--- src/rtl/priority_code_decoder.sv ---
// priority_code_decoder: registered one-hot decode of a 4-line priority-encoder
// code, with sticky pending/overflow tracking and a valid/ready service port
// that offers the highest-index pending line first.
module priority_code_decoder #(
    parameter int unsigned CNT_W = 8
) (
    input  logic             clk,
    input  logic             rst,
    input  logic             in_v,
    input  logic [1:0]       in_code,
    output logic [3:0]       dec_onehot,
    output logic [3:0]       pend,
    output logic [3:0]       ovf,
    input  logic [3:0]       ovf_clr,
    output logic             svc_valid,
    output logic [1:0]       svc_idx,
    input  logic             svc_ready,
    output logic [CNT_W-1:0] evt_cnt
);

    typedef enum logic {
        IDLE  = 1'b0,
        OFFER = 1'b1
    } state_e;

    state_e           state_q, state_d;
    logic [1:0]       idx_q, idx_d;
    logic [3:0]       dec_q, dec_d;
    logic [3:0]       pend_q, pend_d;
    logic [3:0]       ovf_q, ovf_d;
    logic [CNT_W-1:0] cnt_q, cnt_d;
    logic [3:0]       set_vec;
    logic [3:0]       clr_vec;
    logic             hs;

    // Event/clear vectors and next values of decode, pending, overflow and counter
    always_comb begin
        set_vec = '0;
        if (in_v) begin
            set_vec[in_code] = 1'b1;
        end
        hs      = (state_q == OFFER) && svc_ready;
        clr_vec = '0;
        if (hs) begin
            clr_vec[idx_q] = 1'b1;
        end
        dec_d  = set_vec;
        // A new event on a line being cleared re-arms it; set wins over clear.
        pend_d = (pend_q & ~clr_vec) | set_vec;
        // Overflow only when the line is still pending after this cycle's clear.
        ovf_d  = (ovf_q & ~ovf_clr) | (set_vec & pend_q & ~clr_vec);
        cnt_d  = cnt_q;
        if (in_v && (cnt_q != '1)) begin
            cnt_d = cnt_q + CNT_W'(1);
        end
    end

    // Datapath registers
    always_ff @(posedge clk or posedge rst) begin
        if (rst) begin
            dec_q  <= '0;
            pend_q <= '0;
            ovf_q  <= '0;
            cnt_q  <= '0;
        end else begin
            dec_q  <= dec_d;
            pend_q <= pend_d;
            ovf_q  <= ovf_d;
            cnt_q  <= cnt_d;
        end
    end

    // Service FSM state register and latched index
    always_ff @(posedge clk or posedge rst) begin
        if (rst) begin
            state_q <= IDLE;
            idx_q   <= '0;
        end else begin
            state_q <= state_d;
            idx_q   <= idx_d;
        end
    end

    // Service FSM next state: latch highest pending line in IDLE, hold until ready
    always_comb begin
        state_d = state_q;
        idx_d   = idx_q;
        unique case (state_q)
            IDLE: begin
                if (pend_q != '0) begin
                    state_d = OFFER;
                    if (pend_q[3])      idx_d = 2'd3;
                    else if (pend_q[2]) idx_d = 2'd2;
                    else if (pend_q[1]) idx_d = 2'd1;
                    else                idx_d = 2'd0;
                end
            end
            OFFER: begin
                if (svc_ready) begin
                    state_d = IDLE;
                end
            end
            default: state_d = IDLE;
        endcase
    end

    // Outputs
    always_comb begin
        svc_valid  = (state_q == OFFER);
        svc_idx    = idx_q;
        dec_onehot = dec_q;
        pend       = pend_q;
        ovf        = ovf_q;
        evt_cnt    = cnt_q;
    end

endmodule
--- config.mk ---
export PLATFORM = sky130hd
export DESIGN_NAME = priority_code_decoder
export DESIGN_NICKNAME = d
export VERILOG_FILES = /design/src/rtl/priority_code_decoder.sv
export SDC_FILE = /design/constraint.sdc
export NUM_CORES = 1
export LEC_CHECK = 0
export ABC_AREA = 1
export CAP_MARGIN = 20
export CELL_PAD_IN_SITES_DETAIL_PLACEMENT = 1
export CELL_PAD_IN_SITES_GLOBAL_PLACEMENT = 1
export CORE_MARGIN = 2
export CORE_UTILIZATION = 33
export DETAILED_ROUTE_END_ITERATION = 12
export PLACE_DENSITY = 0.83
export SYNTH_ARGS = -nofsm -noshare
export SYNTH_HDL_FRONTEND = slang
export SYNTH_SLANG_ARGS = --single-unit
--- constraint.sdc ---
create_clock -name clk -period 1.5 [get_ports clk]
set_input_delay 0.15 -clock clk [delete_from_list [all_inputs] [get_ports clk]]
set_output_delay 0.15 -clock clk [all_outputs]
set_load 0.02 [all_outputs]
# Word level (Yosys, flattened, before mapping)
# Index checks and enable logic that the tools add are counted.
# Widths: inputs -> output; s select.
# classes
n_addsub	1
n_lt_le_gt_ge	4
eq_ne	1
n_mux	12
bitwise_logic	9
n_reduce_logical	6
# op_table
operator	n
$and 4x4->4	4
$add 8x1->8 const B	1
$mux 4	2
$ne 8x8->1 const B	1
$not 4->4	2
$or 4x4->4	2
$lt 2x3->1 const B	2
$mux 1	5
$demux 1 s2	2
$ge 2x1->1 const B	2
$logic_and 1x1->1	4
$mux 2	2
$reduce_bool 4->1	1
$pmux 1 s2	1
$reduce_and 2->1	1
$not 1->1	1
# totals
regBits	23
inputBits	10
out_inout_bits	23
elab_cells	39

# Depth between registers and ports, before layout
# depth
depth_word	8
ltp_mapped	8
depth_no_buf	7

# Least setup slack after synthesis
# Ideal clock, no wire load.
# synth_timing
path_kind	register to register
start	reg cnt_q[0] (netlist: evt_cnt[0])
end	reg cnt_q[2] (netlist: evt_cnt[2])
setup_time_ns	0.076
arrival_ns	1.246
required_time_ns	1.424
slack_ns	0.178
stages_incl_launch_ff	8
n_path_buf	0
synth_period_minus_slack_ns	1.322
cell_sequence	dfrtp_1 -> ha_1 -> inv_1 -> nor2_2 -> nand2_4 -> nand2_4 -> nand2_1 -> o21ai_1
# synth_between
elab_chain_len	2
word_cells_on_any_way	3
cone_classes	1 x add/sub; 1 x eq/ne; 1 x reduce/logical
# synth_lines
item	line	source
start, declared	31	logic [CNT_W-1:0] cnt_q, cnt_d;
start signal, assigned	69	cnt_q <= cnt_d;
branches (longest 2 deep; another with $add 8x1->8)	n/a	
# Parallel ways; which one is timed is not known.
# A chain may end at the register's enable or synchronous reset.

# Final worst setup path
# layout_timing
start	reg dec_q[2] (netlist: dec_onehot[2])
end	out dec_onehot[2]
# layout_rtl
item	line	source
start, declared	28	logic [3:0] dec_q, dec_d;
start signal, assigned	61	dec_q <= '0;
start signal, assigned	66	dec_q <= dec_d;
end, declared	11	output logic [3:0] dec_onehot,
# No word-level cell between the ends.

==> run summary <==
The overall die area came out at 0.003737 sq mm. The number of filler cells placed in the layout is 382. The power density over the cells is 1514 mW/mm^2. The number of port buffers is 32. The fmax is 0.6976 GHz. The HPWL after detailed placement is 2.250 mm. The number of nets in the layout came out at 177.

The total grt overflow came out at 0. Total power for the finished layout comes to 2.254 mW. The switching portion of total power came out at 43.18%.

For this design the total switching power over the nets is 0.9734 mW. The starting utilization of the core area came out at 35.00%. The total via count after detailed routing came out at 949.

The peak supply drop came out at 0.7915 mV. The number of global-route vias before repair is 985. For the pin with the worst max-slew slack, the measured transition is 0.3015 ns. The adder-cell share of the synthesized area is 1.161%. The global-route wire length before repair came out at 4.636 mm.

The post-synthesis share of cell area spent on and, or, nand and nor gates came out at 25.78%. The clock skew came out at 0.005804 ns. The critical path is of the flip-flop to output pin type. The initial detailed-routing violation count came out at 17.

The flow ran to the end, and the final reports show no timing, DRC or antenna violations. For this run, the number of Yosys warnings is 0. For this run, design rule violations remaining after detail routing come to 0.

The average footprint of a synthesized cell came out at 8.483 sq um. The async set-or-reset flop fraction in the synthesized netlist is 100.0%. The level count of the clock H-tree came out at 1.

Together, buffers and inverters on the worst path number 1. The worst hold path belongs to the class input port to asynchronous set/reset pin. The area of the multi-input gates came out at 394.1 sq um. The number of endpoints failing setup at the final stage is 0. The worst-skew pair later-pin latency came out at 0.32 ns. The die height came out at 61.14 um. The internal portion of the total power is 1.281 mW. The arrival time at the worst endpoint came out at 1.28 ns.

The chip width is 61.14 um. The clock passes through at most 2 buffers. The number of violations of the max-capacitance limit came out at 0. The number of post-CTS setup repair buffers came out at 0. Synthesis instantiated 20 different standard cells from the library. Sequential elements use 53.43% of the synthesized area. The worst slew margin relative to its limit came out at 79.68%.

The time the final worst path needs with I/O delays and setup came out at 1.434 ns. The number of sinks handled by clock tree synthesis came out at 23. The number of clock buffers added by TritonCTS is 3. Among all stages on the critical path, the largest delay is contributed by sky130_fd_sc_hd__clkdlybuf4s50_1. In this run the standard cell core region covers 0.003078 sq mm. The post-route clock period utilization came out at 95.57%. The post-synth design cell area is 0.001077 sq mm.

The average routed wire per standard cell came out at 13.41 um. Summing the areas of all compound-gate instances in the mapped netlist gives 8.827% of the synthesized area. Walking the worst path, the cells encountered are clkdlybuf4s50_1. The flip-flop and latch count after synthesis came out at 23. Setup repair after global routing left no endpoint under its margin. The via density per instance is 4.541.

The relative contribution of the clock network to total power came out at 13.1%. TritonCTS built the clock tree. The number of antenna diodes in the final layout is 0. The share of the synthesized netlist area taken by xor and xnor gates is 0.8130%. The most critical setup path has its startpoint at dec_onehot[2]$_DFF_PP0_.

Sequential cells account for 43.9% of the total power. The root buffer cell chosen for the clock tree is sky130_fd_sc_hd__clkbuf_4. Clock-pin slew was measured on the worst setup and hold paths at 0.13 ns. The combinational fraction of design power came out at 43.0%. The count of final hold-check violations came to 0. The number of max-slew violations in the final report came to 0.

The number of antenna violations at the first check in global routing came out at 0. The largest single stage delay on the critical path is 0.60 ns. The number of nets handed over by synthesis was 138. The final weighted congestion in routability-driven placement is 0.8059. During I/O placement, the number of pins put on the boundary was 33.

The area added between synthesis and finish is 38.21%. Data on the critical path is required at its endpoint by 1.35 ns. The hold-fix buffer count after cts came out at 0. The pin count of the biggest net entering global routing is 24. The number of flops mapped to enable cells by yosys came out at 0. The combinational family with the most area after synthesis is simple AND/OR/NAND/NOR gates.

The fraction of synthesized area in multiplexers is 0%. The worst register-to-register path has a setup slack of 0.19 ns. The share of final-layout standard cells stronger than drive strength 1 came out at 9.697%. The worst setup path is captured at an output pin.

The post-route setup TNS is 0 ns. The wire length reported by the detailed router is 2.802 mm. The post-route core utilization came out at 48.37%. The synthesized instance count is 127. The global-route total usage across every layer came out at 17.14%. The pre-antenna-repair detailed-routing pass consisted of 3 iterations. The kind of start point of the critical path is a flip-flop. The storage element area came out at 579.3 sq um. The placement row count came out at 20. The startpoint identified for the worst register-to-register timing path is evt_cnt[0]$_DFFE_PP0P_. The analysis attributes to cell leakage a power of 0.8511 nW. Among all flip-flop cells after synthesis, the most frequent one is sky130_fd_sc_hd__dfrtp_1.

The worst register-to-register path ends at evt_cnt[2]$_DFFE_PP0P_. Among cell families on the critical path, the largest total delay comes from buffers and inverters. Of all nets on the critical path, the largest fanout is 1. The number of cells on the worst reg-to-reg path is 7. Once detail routing completed, the nets flagged for antenna violations numbered 0.
==> synth_stat cells, types with 2 or more instances <==
cell type,count,area (sq um)
sky130_fd_sc_hd__nand2_1,36,135.1
sky130_fd_sc_hd__dfrtp_1,23,575.6
sky130_fd_sc_hd__inv_1,23,86.33
sky130_fd_sc_hd__nand3_1,12,60.06
sky130_fd_sc_hd__o21ai_0,9,45.04
sky130_fd_sc_hd__nor2_1,4,15.01
sky130_fd_sc_hd__o22ai_1,4,25.02
sky130_fd_sc_hd__nand2_4,2,22.52
sky130_fd_sc_hd__nand3b_1,2,15.01
sky130_fd_sc_hd__o21bai_1,2,15.01
==> cell families after synthesis <==
logic type               Yosys count
AND/OR/NAND/NOR                   60
AO/OA/AOI/OAI                     17
flip-flops                        23
buffers and inverters             25
XOR/XNOR                           1
adder cells (fa/ha/maj)            1
==> sequential cells by signal, indices dropped and copies added (netlist names) <==
signal      cells
pend            4
evt_cnt         8
svc_valid       1
svc_idx         2
dec_onehot      4
ovf             4
==> through the flow <==
stage	std cells	hold WS [ns]	instance area (sq um)	setup WS, ns
3_5_place_dp	205	0.5240	1461	0.1249
2_1_floorplan	127	0.1519	1077	0.1779
4_1_cts	209	0.1603	1474	0.00008948
3_3_place_gp	205	0.5067	1461	0.2348
5_1_grt	209	0.1639	1489	0.004099
6_report	209	0.1619	1489	0.06643
==> timing repair <==
action,in CTS,in global routing
endpoints found under the setup margin,13,8
hold endpoints to repair,0,0
gates resized for setup,14,7
==> cell type report <==
type,count,area share (%)
sequential,23,38.91
multi-input combinational,79,26.47
timing repair buffer,36,23.28
inverter,23,5.798
tap,44,3.697
clock buffer,3,1.513
clock inverter,1,0.3361
==> worst max path at each step <==
stage	end	slack, ns	depth (start not counted)
2_1_floorplan	evt_cnt[2]$_DFFE_PP0P_	0.18	7
3_3_place_gp	evt_cnt[3]	0.23	1
3_5_place_dp	evt_cnt[2]$_DFFE_PP0P_	0.12	7
4_1_cts	evt_cnt[6]	0.00009	1
5_1_grt	ovf[0]	0.004	1
6_report	dec_onehot[2]	0.07	1
==> routing by layer <==
layer  GRT usage, %  wire, um  vias to the layer above
met4          5.590        28                        0
li1               -         -                      473
met1          20.26      1198                      445
met3          2.521       138                        3
met5              0         0                        -
met2          31.61      1437                       28
==> placed cells by master (no fill, tap or decap) <==
cell,count
sky130_fd_sc_hd__a21oi_1,1
sky130_fd_sc_hd__buf_4,4
sky130_fd_sc_hd__clkbuf_4,3
sky130_fd_sc_hd__clkdlybuf4s50_1,14
sky130_fd_sc_hd__clkinv_2,1
sky130_fd_sc_hd__dfrtp_1,20
sky130_fd_sc_hd__dfrtp_2,3
sky130_fd_sc_hd__dlygate4sd2_1,13
sky130_fd_sc_hd__dlymetal6s2s_1,5
sky130_fd_sc_hd__ha_1,1
sky130_fd_sc_hd__inv_1,23
sky130_fd_sc_hd__nand2_1,36
sky130_fd_sc_hd__nand2_2,1
sky130_fd_sc_hd__nand2_4,2
sky130_fd_sc_hd__nand3_1,12
sky130_fd_sc_hd__nand3b_1,2
sky130_fd_sc_hd__nand4_1,1
sky130_fd_sc_hd__nor2_1,4
sky130_fd_sc_hd__nor2_2,1
sky130_fd_sc_hd__nor2_4,1
sky130_fd_sc_hd__o21ai_0,9
sky130_fd_sc_hd__o21ai_1,1
sky130_fd_sc_hd__o21bai_1,2
sky130_fd_sc_hd__o22ai_1,4
sky130_fd_sc_hd__xnor2_1,1
==> power by group through the flow <==
stage | clock network [mW] | registers (mW) | logic (mW)
after CTS | 0.308 | 0.993 | 0.989
after global routing | 0.349 | 1.03 | 1.08
after floorplan | 0 | 1.17 | 0.385
after global placement | 0 | 0.996 | 1.04
after detailed placement | 0 | 1.01 | 1.08
final | 0.295 | 0.989 | 0.970
(Power assumes the default switching activity.)
